==> src/rtl/bf16_vec_loader_44_if.sv <==
// bf16_vec_loader_44_if: element input, MAC side and result output of the BF16 vector loader
interface bf16_vec_loader_44_if #(parameter int NUM_ELEM = 12);
  logic in_valid_44, in_ready_44;
  logic [15:0] in_a_44, in_b_44;
  logic [16*NUM_ELEM-1:0] vec_a_flat_44, vec_b_flat_44;
  logic mac_start_44, mac_done_44;
  logic [15:0] mac_result_44;
  logic res_valid_44, res_ready_44;
  logic [15:0] res_data_44;
  logic [3:0] elem_count_44;
  logic busy_44, err_timeout_44;
  modport master (
    output in_valid_44, in_a_44, in_b_44, mac_done_44, mac_result_44, res_ready_44,
    input in_ready_44, vec_a_flat_44, vec_b_flat_44, mac_start_44, res_valid_44, res_data_44,
    input elem_count_44, busy_44, err_timeout_44
  );
  modport slave (
    input in_valid_44, in_a_44, in_b_44, mac_done_44, mac_result_44, res_ready_44,
    output in_ready_44, vec_a_flat_44, vec_b_flat_44, mac_start_44, res_valid_44, res_data_44,
    output elem_count_44, busy_44, err_timeout_44
  );
endinterface

==> src/rtl/bf16_vec_loader_44.sv <==
// bf16_vec_loader_44: packs 12 BF16 pairs, runs the dot-product MAC with a watchdog, returns the result
module bf16_vec_loader_44 #(
  parameter int NUM_ELEM = 12,
  parameter int TIMEOUT_CYCLES = 64,
  parameter logic [15:0] NAN_VALUE = 16'h7FC0
) (
  input logic clk_44,
  input logic rst_n_44,
  bf16_vec_loader_44_if.slave bus
);
  localparam int CW = $clog2(TIMEOUT_CYCLES) + 1;
  typedef enum logic [1:0] {LOAD, RUN, DRAIN, RESP} state_t;
  state_t state, state_nxt;
  logic [CW-1:0] cnt;
  logic accept, last, hit;
  assign accept = bus.in_valid_44 && bus.in_ready_44;
  assign last = bus.elem_count_44 == 4'(NUM_ELEM - 1);
  assign hit = cnt == CW'(TIMEOUT_CYCLES - 1);
  always_ff @(posedge clk_44 or negedge rst_n_44)
    if (!rst_n_44) state <= LOAD;
    else state <= state_nxt;
  always_comb begin
    state_nxt = state;
    case (state)
      LOAD: if (accept && last) state_nxt = RUN;
      RUN: if (bus.mac_done_44 || hit) state_nxt = DRAIN;
      DRAIN: if (!bus.mac_done_44) state_nxt = RESP;
      RESP: if (bus.res_ready_44) state_nxt = LOAD;
      default: state_nxt = LOAD;
    endcase
  end
  always_comb begin
    bus.in_ready_44 = state == LOAD;
    bus.busy_44 = state != LOAD;
  end
  always_ff @(posedge clk_44 or negedge rst_n_44)
    if (!rst_n_44) begin
      bus.vec_a_flat_44 <= '0;
      bus.vec_b_flat_44 <= '0;
      bus.elem_count_44 <= '0;
      bus.mac_start_44 <= 1'b0;
      bus.res_valid_44 <= 1'b0;
      bus.res_data_44 <= '0;
      bus.err_timeout_44 <= 1'b0;
      cnt <= '0;
    end else begin
      case (state)
        LOAD: if (accept) begin
          bus.vec_a_flat_44[{bus.elem_count_44, 4'b0000} +: 16] <= bus.in_a_44;
          bus.vec_b_flat_44[{bus.elem_count_44, 4'b0000} +: 16] <= bus.in_b_44;
          bus.elem_count_44 <= bus.elem_count_44 + 4'd1;
          bus.mac_start_44 <= last;
        end
        RUN: begin
          cnt <= cnt + CW'(1);
          // a done arriving on the last watchdog cycle still counts as success
          if (bus.mac_done_44 || hit) begin
            bus.res_data_44 <= bus.mac_done_44 ? bus.mac_result_44 : NAN_VALUE;
            bus.err_timeout_44 <= bus.err_timeout_44 | !bus.mac_done_44;
            bus.mac_start_44 <= 1'b0;
            cnt <= '0;
          end
        end
        DRAIN: if (!bus.mac_done_44) bus.res_valid_44 <= 1'b1;
        RESP: if (bus.res_ready_44) begin
          bus.res_valid_44 <= 1'b0;
          bus.elem_count_44 <= '0;
        end
        default: ;
      endcase
    end
endmodule

==> src/flat_wrapper.sv <==
// flat-port wrapper written by rule: the top's interface ports become plain ports
module bf16_vec_loader_44_flat 
#(
  parameter int NUM_ELEM = 12,
  parameter int TIMEOUT_CYCLES = 64,
  parameter logic [15:0] NAN_VALUE = 16'h7FC0
)
  (clk_44, rst_n_44, bus_in_valid_44, bus_in_a_44, bus_in_b_44, bus_mac_done_44, bus_mac_result_44, bus_res_ready_44, bus_in_ready_44, bus_vec_a_flat_44, bus_vec_b_flat_44, bus_mac_start_44, bus_res_valid_44, bus_res_data_44, bus_elem_count_44, bus_busy_44, bus_err_timeout_44);
  bf16_vec_loader_44_if #(.NUM_ELEM(NUM_ELEM)) bus_i ();
  input logic clk_44;
  input logic rst_n_44;
  input wire logic [$bits(bus_i.in_valid_44)-1:0] bus_in_valid_44;
  input wire logic [$bits(bus_i.in_a_44)-1:0] bus_in_a_44;
  input wire logic [$bits(bus_i.in_b_44)-1:0] bus_in_b_44;
  input wire logic [$bits(bus_i.mac_done_44)-1:0] bus_mac_done_44;
  input wire logic [$bits(bus_i.mac_result_44)-1:0] bus_mac_result_44;
  input wire logic [$bits(bus_i.res_ready_44)-1:0] bus_res_ready_44;
  output wire logic [$bits(bus_i.in_ready_44)-1:0] bus_in_ready_44;
  output wire logic [$bits(bus_i.vec_a_flat_44)-1:0] bus_vec_a_flat_44;
  output wire logic [$bits(bus_i.vec_b_flat_44)-1:0] bus_vec_b_flat_44;
  output wire logic [$bits(bus_i.mac_start_44)-1:0] bus_mac_start_44;
  output wire logic [$bits(bus_i.res_valid_44)-1:0] bus_res_valid_44;
  output wire logic [$bits(bus_i.res_data_44)-1:0] bus_res_data_44;
  output wire logic [$bits(bus_i.elem_count_44)-1:0] bus_elem_count_44;
  output wire logic [$bits(bus_i.busy_44)-1:0] bus_busy_44;
  output wire logic [$bits(bus_i.err_timeout_44)-1:0] bus_err_timeout_44;
  assign bus_i.in_valid_44 = bus_in_valid_44;
  assign bus_i.in_a_44 = bus_in_a_44;
  assign bus_i.in_b_44 = bus_in_b_44;
  assign bus_i.mac_done_44 = bus_mac_done_44;
  assign bus_i.mac_result_44 = bus_mac_result_44;
  assign bus_i.res_ready_44 = bus_res_ready_44;
  assign bus_in_ready_44 = bus_i.in_ready_44;
  assign bus_vec_a_flat_44 = bus_i.vec_a_flat_44;
  assign bus_vec_b_flat_44 = bus_i.vec_b_flat_44;
  assign bus_mac_start_44 = bus_i.mac_start_44;
  assign bus_res_valid_44 = bus_i.res_valid_44;
  assign bus_res_data_44 = bus_i.res_data_44;
  assign bus_elem_count_44 = bus_i.elem_count_44;
  assign bus_busy_44 = bus_i.busy_44;
  assign bus_err_timeout_44 = bus_i.err_timeout_44;
  bf16_vec_loader_44 #(.NUM_ELEM(NUM_ELEM), .TIMEOUT_CYCLES(TIMEOUT_CYCLES), .NAN_VALUE(NAN_VALUE)) u_core (.clk_44(clk_44), .rst_n_44(rst_n_44), .bus(bus_i));
endmodule
==> config.mk <==
export PLATFORM = sky130hd
export DESIGN_NAME = bf16_vec_loader_44_flat
export DESIGN_NICKNAME = d
export VERILOG_FILES = /design/src/rtl/bf16_vec_loader_44_if.sv /design/src/rtl/bf16_vec_loader_44.sv /design/src/flat_wrapper.sv
export SDC_FILE = /design/constraint.sdc
export NUM_CORES = 1
export LEC_CHECK = 0
export CORE_MARGIN = 3
export CORE_UTILIZATION = 48
export CTS_CLUSTER_DIAMETER = 150
export DETAILED_ROUTE_END_ITERATION = 16
export PLACE_DENSITY = 0.89
export SYNTH_ARGS = -nofsm -noshare
export SYNTH_HDL_FRONTEND = slang
export SYNTH_SLANG_ARGS = --single-unit
==> constraint.sdc <==
create_clock -name clk_44 -period 3.4 [get_ports clk_44]
set_input_delay 0.85 -clock clk_44 [delete_from_list [all_inputs] [get_ports clk_44]]
set_output_delay 0.85 -clock clk_44 [all_outputs]
set_load 0.01 [all_outputs]
==> results.sh <==
export IMPL_cp_startpoint="u_core.state[0]"
export IMPL_dpl_cell_area_um2=22000
export IMPL_synth_fa_ha_area_share_pct=0.675
export IMPL_period_minus_slack_ns=3.06
export IMPL_dr_wl_met2_um=25500
export IMPL_wirelength_um=53000
export IMPL_worstPathArrival_ns=2.21
export IMPL_worstPathRequired_ns=2.55
export IMPL_synthMuxAreaShare_pct=24.7
export IMPL_nets=1656
export IMPL_cts_made_buffers=43
export IMPL_maxSlewViolCount=0
export IMPL_start_util_pct=49.3
export IMPL_critPathCaptureType="primary output"
export IMPL_synth_area_leaders="dfrtp_1, mux2_2, mux2_4, and3_1, o2bb2ai_1"
export IMPL_avgSynthCellArea_um2=14.9
export IMPL_yosys_area_share_simple_pct=5.71
export IMPL_r2r_start="u_core.bus.elem_count_44[0]"
export IMPL_seq_area_frac_synth_pct=62.4
export IMPL_grt_pass1_wl_um=78300
export IMPL_p_total_mw=15.4
export IMPL_drive_above_1_share_pct=29.1
export IMPL_rr_endpoint="u_core.bus.vec_a_flat_44[135]"
export IMPL_hold_path_class="in2async"
export IMPL_fmax_mhz=326
export IMPL_crit_chain="inv_1 > ha_1 > inv_1 > clkdlybuf4s50_1"
export IMPL_cts_root_buf="clkbuf_16"
export IMPL_reg2reg_depth=8
export IMPL_synthDistinctLibCells=49
export IMPL_routedWlPerCell_um=25.6
export IMPL_antenna_found_initial=1
export IMPL_postCtsSetupRepairBufs=0
export IMPL_grt_pass1_vias=12612
export IMPL_netlist_area_leader_share_pct=62.4
export IMPL_io_pins=462
export IMPL_register_area_um2=10400
export IMPL_die_w_um=192
export IMPL_crit_slowest_cell="clkdlybuf4s50_1"
export IMPL_max_slew_margin_pct=19.4
export IMPL_cap_violations=0
export IMPL_startpoint_type="flop"
export IMPL_synthesis_nets=1185
export IMPL_grt_max_degree=89
export IMPL_pwr_density_cell_nw_per_um2=657
export IMPL_rows=67
export IMPL_die_area_um2=37000
export IMPL_coreArea_um2=33900
export IMPL_grt_setup_unrepaired="no"
export IMPL_final_common_cell="clkdlybuf4s50_1"
export IMPL_synth_enable_flop_cells=0
export IMPL_crit_path_frequent_cell="inv_1"
export IMPL_syn_area_um2=16700
export IMPL_pre_cts_slack_ns=0.322
export IMPL_clockBufferDepth=3
export IMPL_fin_crit_sh_pct=90.1
export IMPL_dp_hpwl_um=35900
export IMPL_final_antenna_net_count=0
export IMPL_globalplace_congestion=0.833
export IMPL_fillCellCount=2225
export IMPL_num_vias=11784
export IMPL_fin_tns_setup_ns=0
export IMPL_clock_sinks=416
export IMPL_final_hold_viol_count=0
export IMPL_holdBufCountCts=0
export IMPL_cts_tree="done"
export IMPL_wl_met1_um=19900
export IMPL_synth_top_family_by_area="multiplexers"
export IMPL_area_growth_pct=40.6
export IMPL_dr_pass1_iters=5
export IMPL_synth_xor_area_share_pct=0.0525
export IMPL_vias_per_cell=5.68
export IMPL_multi_input_area_um2=6020
export IMPL_ys_flop_type="dfrtp_1"
export IMPL_cts_resized=0
export IMPL_grt_total_usage_pct=28.1
export IMPL_drcViolationCount=0
export IMPL_finalSetupViolCount=0
export IMPL_crit_fanout=15
export IMPL_die_h_um=192
export IMPL_worst_pin_slew_ns=1.20
export IMPL_first_iter_violations=570
export IMPL_synth_seq_cells=416
export IMPL_top_layer_used="met4"
export IMPL_status="finished, final reports clean"
export IMPL_synth_top_area_cell="dfrtp_1"
export IMPL_timing_final_ws_setup_ns=0.337
export IMPL_leakage_nw=11.1
export IMPL_ys_async_sr_fraction_pct=100
export IMPL_met3WireLength_um=4680
export IMPL_critical_path_class="reg2out"
export IMPL_fin_skew_ns=0.0224
export IMPL_ir_worst_vdd_mv=0.554
export IMPL_clkLatencyLatePin_ns=0.54
export IMPL_gr_total_overflow=0
export IMPL_synthCells=1123
export IMPL_yosysWarnings=0
export IMPL_h_tree_depth=2
export IMPL_port_buffers=461
export IMPL_final_area_um2=23500
export IMPL_mostFrequentLayoutCells="clkdlybuf4s50_1, dfrtp_1, mux2_2"
export IMPL_synth_compound_area_share_pct=4.30
export IMPL_max_stage_delay_ns=0.51
export IMPL_r2r_setup_slack_ns=0.49
export IMPL_path_clk_slew_ns=0.06
-- sequential cells by signal, indices dropped and copies added (netlist names) --
register	flops
u_core.bus.vec_a_flat_44	192
u_core.bus.res_data_44	16
u_core.state	2
u_core.bus.mac_start_44	1
u_core.bus.vec_b_flat_44	192
u_core.bus.res_valid_44	1
u_core.bus.err_timeout_44	1
u_core.bus.elem_count_44	4
u_core.cnt	7
-- final cells by class --
class,instances,share of cell area (%)
diodes,1,0.0107
repair buffers,495,21.2
well taps,448,2.39
multi-input cells,624,25.6
flip-flops and latches,416,44.4
clock buffers,58,5.21
clock inverters,17,0.954
inverters,14,0.224
-- power by group --
group	switching (mW)	leakage (nW)	internal (mW)	total [mW]
combinational	2.28	4.71	2.19	4.47
sequential	0.459	5.68	5.67	6.13
clock	1.93	0.717	2.90	4.83
-- routing by layer --
metal / vias up / GRT usage (%)
met1: 6125 / 34.3
met5: - / 0
met4: 0 / 14.0
li1: 4957 / -
met2: 547 / 45.7
met3: 155 / 8.34
-- synth_stat cells (4+ instances only) --
cell type,n
nand2b_1,4
buf_6,4
a21oi_1,8
nand2_1,29
a22o_1,10
clkbuf_1,42
mux2_2,323
nor2b_1,35
and3_1,65
o22ai_1,6
nor2_1,9
o2bb2ai_1,32
o21ai_0,10
mux2_4,30
o22a_1,9
buf_1,11
dfrtp_1,416
nand3_1,7
inv_1,14
buf_2,11
ha_1,9
-- worst max path at each step --
stage	to	slack (ns)
final	bus_busy_44	0.34
after global routing	bus_busy_44	0.19
after CTS	bus_busy_44	0.32
after detailed placement	u_core.bus.vec_a_flat_44[165]	0.32
after global placement	u_core.bus.vec_a_flat_44[170]	0.36
after floorplan	u_core.bus.vec_a_flat_44[32]	0.73
-- logic make-up (layout without fill, tap and decap cells) --
logic type      Yosys count  in the layout
compound gates           90             90
xor+xnor                  1              1
fa+ha+maj                 9              9
buf+inv                  83            584
flops                   416            416
mux                     357            357
other cells               0              1
simple gates            167            167
-- stage by stage --
step / cells / hold WS (ns) / utilization, %
finish: 2073 / 0.293 / 69.3
global route: 2072 / 0.323 / 69.3
CTS: 2072 / 0.343 / 69.3
detailed placement: 1997 / 0.447 / 65.0
global placement: 1997 / 0.444 / 65.0
floorplan: 1123 / 0.444 / -
-- worst max-delay path, delay by kind of cell, from the launching register on --
kind / cells / cell delay, ns
DFF: 1 / 0.40
adders and majority gates: 1 / 0.48
buffers and inverters: 3 / 0.81
Power figures use the tool's default switching activity.
==> variant (same flow settings) <==
`NUM_ELEM` is set to 12 in 3 places; all go to 14.
--- a/src/rtl/bf16_vec_loader_44_if.sv
+++ b/src/rtl/bf16_vec_loader_44_if.sv
@@ -1,4 +1,4 @@
 // bf16_vec_loader_44_if: element input, MAC side and result output of the BF16 vector loader
-interface bf16_vec_loader_44_if #(parameter int NUM_ELEM = 12);
+interface bf16_vec_loader_44_if #(parameter int NUM_ELEM = 14);
   logic in_valid_44, in_ready_44;
   logic [15:0] in_a_44, in_b_44;
--- a/src/rtl/bf16_vec_loader_44.sv
+++ b/src/rtl/bf16_vec_loader_44.sv
@@ -1,5 +1,5 @@
 // bf16_vec_loader_44: packs 12 BF16 pairs, runs the dot-product MAC with a watchdog, returns the result
 module bf16_vec_loader_44 #(
-  parameter int NUM_ELEM = 12,
+  parameter int NUM_ELEM = 14,
   parameter int TIMEOUT_CYCLES = 64,
   parameter logic [15:0] NAN_VALUE = 16'h7FC0
--- a/src/flat_wrapper.sv
+++ b/src/flat_wrapper.sv
@@ -2,5 +2,5 @@
 module bf16_vec_loader_44_flat 
 #(
-  parameter int NUM_ELEM = 12,
+  parameter int NUM_ELEM = 14,
   parameter int TIMEOUT_CYCLES = 64,
   parameter logic [15:0] NAN_VALUE = 16'h7FC0
Ports: changed (resized bus_vec_a_flat_44 and bus_vec_b_flat_44); port bits go from 462 to 526. No check against the original RTL was run, so the function may have changed too.
==> variant against the original RTL <==
Clock skew is 6.5 ps lower. Sequential cell count is 64 higher. Setup slack worse by 47 ps. Count of clock-buffer cells in the layout is 14 higher. Highest routed layer unchanged. Area after synthesis is 13% higher. Design area is 13% higher. Total power is 10% higher. Wire length is 13% higher.
==> variant: results (changes against the original RTL) <==
\begin{tabular}{lr}
\hline
Metric & Value \\
\hline
\multicolumn{2}{l}{\textbf{Pwr}} \\
Leakage dissipation & 12.7 nW (+15\%) \\
Worst IR drop on VDD & 0.538 mV (-2.8\%) \\
\multicolumn{2}{l}{\textbf{Routing}} \\
Number of detailed-routing iterations run before antenna repair & 4 (-1) \\
DR vias & 12700 (+8.2\%) \\
Vias per inst & 5.52 (-2.9\%) \\
Met3 Routed Length & 5200 um (+11\%) \\
WL met1 & 21900 um (+10\%) \\
Number of DRC markers in iteration 0 & 653 (+15\%) \\
\multicolumn{2}{l}{\textbf{Synthesis}} \\
Fraction of synthesized cell area in xor and xnor cells & 0.000464 (-0.0000606) \\
Leading cell types by total area after synthesis & sky130\_fd\_sc\_hd\_\_dfrtp\_1 (64\%), sky130\_fd\_sc\_hd\_\_mux2\_2 (26\%), sky130\_fd\_sc\_hd\_\_and3\_1 (2.1\%) \\
Most numerous cell types in the synthesized netlist & sky130\_fd\_sc\_hd\_\_dfrtp\_1 (480), sky130\_fd\_sc\_hd\_\_mux2\_2 (431), sky130\_fd\_sc\_hd\_\_and3\_1 (64) \\
Adder-cell area share of the yosys netlist & 0.00597 (-0.000780) \\
Sequential cell area fraction in the yosys report & 0.637 (+0.0128) \\
Mapped Nets & 1270 (+7.2\%) \\
\multicolumn{2}{l}{\textbf{GRT}} \\
Vias in the first global route & 14000 (+11\%) \\
GR met3 Demand/Resource & 0.0871 (+0.00374) \\
\multicolumn{2}{l}{\textbf{Placement}} \\
DP Cell Count & 2226 (+11\%) \\
Estimated wirelength of the detail-placed design & 41900 um (+17\%) \\
\multicolumn{2}{l}{\textbf{Setup path}} \\
Worst-path fanout max & 13 (-2) \\
Critical path data arrival time & 2260 ps (+50 ps) \\
CP peak stage delay & 600 ps (+90 ps) \\
\multicolumn{2}{l}{\textbf{Finish}} \\
Largest registers & u\_core.bus.vec\_a\_flat\_44 (224), u\_core.bus.vec\_b\_flat\_44 (224), u\_core.bus.res\_data\_44 (16) \\
Post-layout net count & 1827 (+10\%) \\
\multicolumn{2}{l}{\textbf{Timing}} \\
Setup Skew & 15.9 ps (-6.50 ps) \\
\multicolumn{2}{l}{\textbf{Status}} \\
Outcome & finished clean \\
\hline
\end{tabular}
[variant: cell count changes after synthesis, moves of 6 or more]
cell,delta
sky130_fd_sc_hd__nand2_1,-14
sky130_fd_sc_hd__o2bb2ai_1,-28
sky130_fd_sc_hd__mux2_1,+12
sky130_fd_sc_hd__clkbuf_1,-16
sky130_fd_sc_hd__buf_1,-11
sky130_fd_sc_hd__buf_4,+11
sky130_fd_sc_hd__mux2_2,+108
sky130_fd_sc_hd__inv_1,-6
sky130_fd_sc_hd__buf_2,+15
sky130_fd_sc_hd__dfrtp_1,+64
sky130_fd_sc_hd__nor2b_1,-28
sky130_fd_sc_hd__mux2_4,-25
[variant: path summary, 6_finish.rpt]
| path | cells after the start | start | endpoint | slack, ps |
|---|---|---|---|---|
| max reg2reg | 7 | u_core.bus.elem_count_44[1] | u_core.bus.vec_a_flat_44[184] | 430 |
| max in group asynchronous | 3 | rst_n_44 | u_core.bus.vec_b_flat_44[166] | 2150 |
| min in group clk_44 | 1 | u_core.bus.vec_b_flat_44[52] | u_core.bus.vec_b_flat_44[52] | 490 |
| min reg2reg | 1 | u_core.bus.vec_b_flat_44[52] | u_core.bus.vec_b_flat_44[52] | 490 |
| min | 1 | rst_n_44 | u_core.bus.vec_a_flat_44[74] | 290 |
| max | 4 | u_core.state[0] | bus_busy_44 | 290 |
[variant: cell type report]
class	count	area, um^2
Clock buffer	72	1390
Clock inverter	12	191
Fill cell	2421	11600
Inverter	8	30.0
Multi-Input combinational cell	649	6500
Sequential cell	480	12000
Tap cell	511	639
Timing Repair Buffer	578	5810
[variant: power by group]
part,internal (mW),switching (mW)
clock network,3.20,2.16
registers,6.54,0.560
logic,2.38,2.15
